### src/rtl/picoblaze_irq_arbiter.sv
// picoblaze_irq_arbiter
// Shares the single KCPSM6 interrupt line and in_port between N_SRC event
// sources. Each source posts a one-cycle request with an 8-bit payload; the
// arbiter latches it as pending, grants one source at a time, raises
// interrupt, and after interrupt_ack exposes the source index (SRC_PORT) and
// payload (DATA_PORT). Reading DATA_PORT retires the grant.
//
// Build option: define ARB_ROUND_ROBIN_EN for round-robin selection starting
// after the last granted source. Without it, the lowest pending index wins.
module picoblaze_irq_arbiter #(
    parameter int          N_SRC      = 4,
    parameter logic [7:0]  SRC_PORT   = 8'h00,
    parameter logic [7:0]  DATA_PORT  = 8'h03,
    parameter int          GAP_CYCLES = 2
) (
    input  logic                 clk,
    input  logic                 reset,
    input  logic [N_SRC-1:0]     req,
    input  logic [8*N_SRC-1:0]   req_data,
    input  logic [7:0]           ext_in_port,
    input  logic [7:0]           port_id,
    input  logic                 read_strobe,
    input  logic                 interrupt_ack,
    output logic                 interrupt,
    output logic [7:0]           in_port,
    output logic [N_SRC-1:0]     pending,
    output logic [N_SRC-1:0]     overflow,
    output logic                 busy
);

    localparam int IDX_W = $clog2(N_SRC);
    localparam int GAP_W = (GAP_CYCLES > 1) ? $clog2(GAP_CYCLES) : 1;

    typedef enum logic [1:0] {IDLE, IRQ, SERVE, GAP} state_t;

    state_t             state_reg;
    logic               interrupt_reg;
    logic [IDX_W-1:0]   grant_idx_reg;
    logic [7:0]         grant_data_reg;
    logic [GAP_W-1:0]   gap_cnt_reg;
    logic [N_SRC-1:0]   pending_reg;
    logic [N_SRC-1:0]   overflow_reg;
    logic [7:0]         slot_data_reg [N_SRC];

    logic [7:0]         req_bytes [N_SRC];
    logic [N_SRC-1:0]   retire_hit;
    logic               retire;
    logic [IDX_W-1:0]   winner_idx;
    logic [IDX_W-1:0]   scan_idx;
    logic               winner_valid;

`ifdef ARB_ROUND_ROBIN_EN
    logic [IDX_W-1:0]   last_grant_reg;
    int                 rr_cand;
`endif

    // The ISR retires the current grant by reading the payload port
    assign retire = (state_reg == SERVE) && read_strobe && (port_id == DATA_PORT);

    generate
        for (genvar gi = 0; gi < N_SRC; gi++) begin : g_src
            assign req_bytes[gi]  = req_data[8*gi +: 8];
            assign retire_hit[gi] = retire && (grant_idx_reg == IDX_W'(gi));
        end
    endgenerate

    // Request latch: a retire in the same cycle lets a fresh request take the slot
    always_ff @(posedge clk) begin
        if (reset) begin
            pending_reg  <= '0;
            overflow_reg <= '0;
            for (int i = 0; i < N_SRC; i++) begin
                slot_data_reg[i] <= '0;
            end
        end else begin
            for (int i = 0; i < N_SRC; i++) begin
                if (req[i]) begin
                    if (!pending_reg[i] || retire_hit[i]) begin
                        pending_reg[i]   <= 1'b1;
                        slot_data_reg[i] <= req_bytes[i];
                    end else begin
                        overflow_reg[i]  <= 1'b1;
                    end
                end else if (retire_hit[i]) begin
                    pending_reg[i] <= 1'b0;
                end
            end
        end
    end

    // Winner selection among pending sources
    always_comb begin
        winner_valid = |pending_reg;
        winner_idx   = '0;
        scan_idx     = '0;
`ifdef ARB_ROUND_ROBIN_EN
        rr_cand = 0;
        // Scan from farthest to nearest so the first index after the last grant wins
        for (int k = N_SRC; k >= 1; k--) begin
            rr_cand  = (int'(last_grant_reg) + k) % N_SRC;
            scan_idx = IDX_W'(rr_cand);
            if (pending_reg[scan_idx]) begin
                winner_idx = scan_idx;
            end
        end
`else
        // Scan downwards so the lowest pending index wins
        for (int k = N_SRC - 1; k >= 0; k--) begin
            scan_idx = IDX_W'(k);
            if (pending_reg[scan_idx]) begin
                winner_idx = scan_idx;
            end
        end
`endif
    end

    // Grant FSM: IDLE -> IRQ -> SERVE -> GAP -> IDLE, interrupt registered
    always_ff @(posedge clk) begin
        if (reset) begin
            state_reg      <= IDLE;
            interrupt_reg  <= 1'b0;
            grant_idx_reg  <= '0;
            grant_data_reg <= '0;
            gap_cnt_reg    <= '0;
`ifdef ARB_ROUND_ROBIN_EN
            last_grant_reg <= IDX_W'(N_SRC - 1);
`endif
        end else begin
            case (state_reg)
                IDLE: begin
                    if (winner_valid) begin
                        grant_idx_reg  <= winner_idx;
                        grant_data_reg <= slot_data_reg[winner_idx];
                        interrupt_reg  <= 1'b1;
                        state_reg      <= IRQ;
`ifdef ARB_ROUND_ROBIN_EN
                        last_grant_reg <= winner_idx;
`endif
                    end
                end
                IRQ: begin
                    if (interrupt_ack) begin
                        interrupt_reg <= 1'b0;
                        state_reg     <= SERVE;
                    end
                end
                SERVE: begin
                    if (retire) begin
                        gap_cnt_reg <= '0;
                        state_reg   <= GAP;
                    end
                end
                GAP: begin
                    if (gap_cnt_reg == GAP_W'(GAP_CYCLES - 1)) begin
                        state_reg <= IDLE;
                    end else begin
                        gap_cnt_reg <= gap_cnt_reg + 1'b1;
                    end
                end
                default: begin
                    state_reg     <= IDLE;
                    interrupt_reg <= 1'b0;
                end
            endcase
        end
    end

    // Read-port mux; SRC_PORT reports 8'hFF whenever no grant is being served
    always_comb begin
        in_port = ext_in_port;
        if (port_id == SRC_PORT) begin
            in_port = (state_reg == SERVE) ? 8'(grant_idx_reg) : 8'hFF;
        end else if ((port_id == DATA_PORT) && (state_reg == SERVE)) begin
            in_port = grant_data_reg;
        end
    end

    assign interrupt = interrupt_reg;
    assign pending   = pending_reg;
    assign overflow  = overflow_reg;
    assign busy      = (state_reg != IDLE);

endmodule

### config.mk
export PLATFORM = sky130hd
export DESIGN_NAME = picoblaze_irq_arbiter
export DESIGN_NICKNAME = d
export VERILOG_FILES = /design/src/rtl/picoblaze_irq_arbiter.sv
export SDC_FILE = /design/constraint.sdc
export NUM_CORES = 1
export LEC_CHECK = 0
export BUFFER_PORTS_ARGS = -buffer_cell sky130_fd_sc_hd__clkbuf_2
export CAP_MARGIN = 0
export CORE_MARGIN = 1
export CORE_UTILIZATION = 45
export CTS_BUF_LIST = sky130_fd_sc_hd__clkbuf_8
export DETAILED_ROUTE_END_ITERATION = 12
export PLACE_DENSITY = 0.71
export SYNTH_ARGS = -nofsm -noshare
export SYNTH_HDL_FRONTEND = slang
export SYNTH_SLANG_ARGS = --single-unit
### constraint.sdc
create_clock -name clk -period 6.7 [get_ports clk]
set_input_delay 1.34 -clock clk [delete_from_list [all_inputs] [get_ports clk]]
set_output_delay 1.34 -clock clk [all_outputs]
set_load 0.1 [all_outputs]
==> run_results.csv <==
group,metric,value,unit
setup_path,crit_type,"in2out",
drt,antenna_left,0,
clock_tree,cts.hold.buffers_added,0,
timing,setup_viol,0,
clock_tree,htreeDepth,2,
synth,mappedNetlistNets,293,
timing,hold_viol_final,0,
setup_path,cp.required,5360,ps
clock_tree,total_cts_buffers,5,
synth,syn_area,0.00254,mm²
synth,yosys.cell_types.count,41,
setup_path,worst-endpoint-arrival,3220,ps
drt,dr.pass1.iters,4,
synth,synth-seq-cells,54,
drt,route.detailed.vias_per_inst,5.30,
place,dpl.hpwl,4080,µm
clock_tree,cts.path.max_buffers,2,
floorplan,number_of_core_rows,26,
flow_run,total_of_max_cap_violations,0,
grt,first_pass_grt_wire_length,8800,µm
timing,worst_hold_margin,475,ps
clock_tree,tritoncts_clock_tree,"done",
power_and_ir_drop,leakage,1.33,nW
floorplan,die_width,77.1,µm
setup_path,critical_path.max_fanout,10,
floorplan,die_area,0.00594,mm²
grt,grt_pass1_vias,1880,
grt,grt-ovfl-total,0,
timing,fin_crit,4560,ps
drt,routedWlPerCell,14.0,µm
clock_tree,root_buffer,"clkbuf_8",
floorplan,floorplan.core_area,0.00527,mm²
drt,remaining_drc_errors,0,
grt,grt_usage,19.0,%
synth,synthCells,233,
place,numPortBuffers,73,
power_and_ir_drop,worst_ir_drop_vdd,0.000158,V
setup_path,timing.reg2reg.setup_slack,3930,ps
timing,rsz_0062_raised_after_global_routing,"no",
grt,grt_start_max_net_pins,18,
layout,synthToLayoutAreaGrowth,20.9,%
clock_tree,insertion_delay,310,ps
timing,slew_violations,0,
floorplan,start_util,48.1,%
timing,skew,10.2,ps
power_and_ir_drop,power-per-cell-area,291,mW/mm²
timing,slew_headroom,23.2,%
drt,drt-initial-drc-count,182,
timing,worst_pin_slew,1140,ps
layout,final_antenna_diode_count,0,
timing,tns,0,ps
drt,wire_length_after_detailed_routing,5320,µm
layout,area_of_the_multi_input_gates,0.00106,mm²
synth,yosys_warnings,0,
clock_tree,cts.sinks,54,
floorplan,ioPinCount,74,
synth,synthesis.area_per_instance,10.9,µm²
status,run_status,"completed",
drt,detailroute.via_count,2008,
setup_path,critical_path_startpoint_category,"input pin",
layout,n_fill_cell,495,
synth,synth-seq-area-share,55.2,%
clock_tree,cts_setup_buffers,0,
layout,regArea,0.00140,mm²
grt,grt_antenna_before_repair,0,
timing,max_fclk,219,MHz
min_path,min-delay-path-class,"reg2reg",
timing,period_share,68.1,%
floorplan,die_h,77.1,µm
power_and_ir_drop,total_power,0.000893,W
setup_path,end_kind,"output pin",
place,gp_congestion,0.845,
layout,largest_register_ff_count,32,
clock_tree,post_cts_resized,0,
layout,final_layout_size_suffix_gt1_share,29.4,%
clock_tree,cts.reportedPaths.clkPinSlew,100,ps
layout,num-nets-final,368,
[through the flow]
step | cells | util, % | cell area [µm²] | worst slack, ps
5_1_grt | 379 | 58.2 | 3070 | 1960
3_5_place_dp | 371 | 56.3 | 2970 | 2120
4_1_cts | 379 | 58.2 | 3070 | 2130
2_1_floorplan | 233 | - | 2540 | 1470
3_3_place_gp | 371 | 56.3 | 2970 | 2210
6_report | 379 | 58.2 | 3070 | 2140
[metal layers]
metal  GRT usage, %  share of wire, %  up-vias
met3           3.10               5.7        8
li1               -                 -     1021
met4           6.79               1.7        0
met2           31.2                46       78
met5              0                 0        -
met1           25.2                47      901
[worst paths after layout]
path                        startpoint                           endpoint  cells after the start
max reg2reg  state_reg[0]$_SDFFE_PP0P_  slot_data_reg[1][0]$_SDFFCE_PN0P_                      5
max                         port_id[5]                         in_port[4]                      6
min reg2reg     interrupt$_SDFFE_PP0P_             interrupt$_SDFFE_PP0P_                      2
min             interrupt$_SDFFE_PP0P_             interrupt$_SDFFE_PP0P_                      2
[synthesized netlist by cell type (all sizes together)]
library cell	number	area share (%)
o221ai	1	0.35
inv	13	1.9
a32o	7	2.8
nor4	2	1.1
and3b	2	0.69
nor2	19	2.8
o31a	1	0.35
a221oi	1	0.59
nor3	6	2.0
or4	1	0.30
nand3	3	0.79
dfxtp	22	17
nand2b	1	0.25
a2111oi	1	0.35
o22ai	10	2.5
mux2i	1	0.39
o211ai	1	0.30
ha	4	2.0
o311a	1	0.39
clkinv	1	0.15
nand2	16	2.4
and2	33	8.1
nand4	1	0.25
o21a	1	0.30
a2bb2oi	8	2.8
and3	2	0.49
nor3b	1	0.30
a21oi	9	1.9
a31oi	1	0.25
edfxtp	32	38
o22a	7	2.4
o21ai	13	2.6
o221a	2	0.89
a41oi	4	1.4
clkbuf	4	0.59
buf	1	0.30
[report_power, final]
group          internal, W  switching (W)
clock            0.0000853       0.000110
sequential        0.000395      0.0000272
combinational    0.0000824       0.000192
total             0.000563       0.000330
[critical path, cell delays in order]
cell       delay [ps]
clkbuf_2          100
nor4_4            480
nand3_2           230
o21ai_1           400
a2bb2oi_1         190
clkbuf_2          480
[cells by family (layout without fill, tap and decap cells)]
| family | after synthesis | count (layout) | synth area share, % |
|---|---|---|---|
| mux | 1 | 1 | 0.394 |
| fa+ha+maj | 4 | 4 | 1.97 |
| flops | 54 | 54 | 55.2 |
| compound gates | 68 | 68 | 20.0 |
| buf+inv | 19 | 95 | 2.96 |
| simple gates | 87 | 87 | 19.4 |
[cell usage in the layout, fill, tap and decap left out, types with 2 or more instances in the layout]
| cell | n |
|---|---|
| nand3_1 | 2 |
| o221a_2 | 2 |
| o21ai_0 | 12 |
| nor2_1 | 19 |
| edfxtp_1 | 32 |
| ha_1 | 4 |
| clkinv_4 | 2 |
| nand2_1 | 16 |
| a41oi_1 | 4 |
| clkbuf_8 | 6 |
| a2bb2oi_1 | 8 |
| clkbuf_2 | 73 |
| a21oi_1 | 8 |
| and3b_1 | 2 |
| nor3_1 | 2 |
| and3_1 | 2 |
| inv_1 | 13 |
| nor3_2 | 4 |
| o22a_1 | 7 |
| a32o_1 | 7 |
| and2_1 | 33 |
| dfxtp_1 | 22 |
| o22ai_1 | 10 |
[cell type report]
| class | instances | area share, % |
|---|---|---|
| inverters | 14 | 1.71 |
| clock inverters | 2 | 0.571 |
| clock buffers | 6 | 2.69 |
| well taps | 70 | 2.85 |
| multi-input cells | 160 | 34.6 |
| flip-flops and latches | 54 | 45.7 |
| repair buffers | 73 | 11.9 |
No activity file was read; power rests on OpenSTA's default activity.
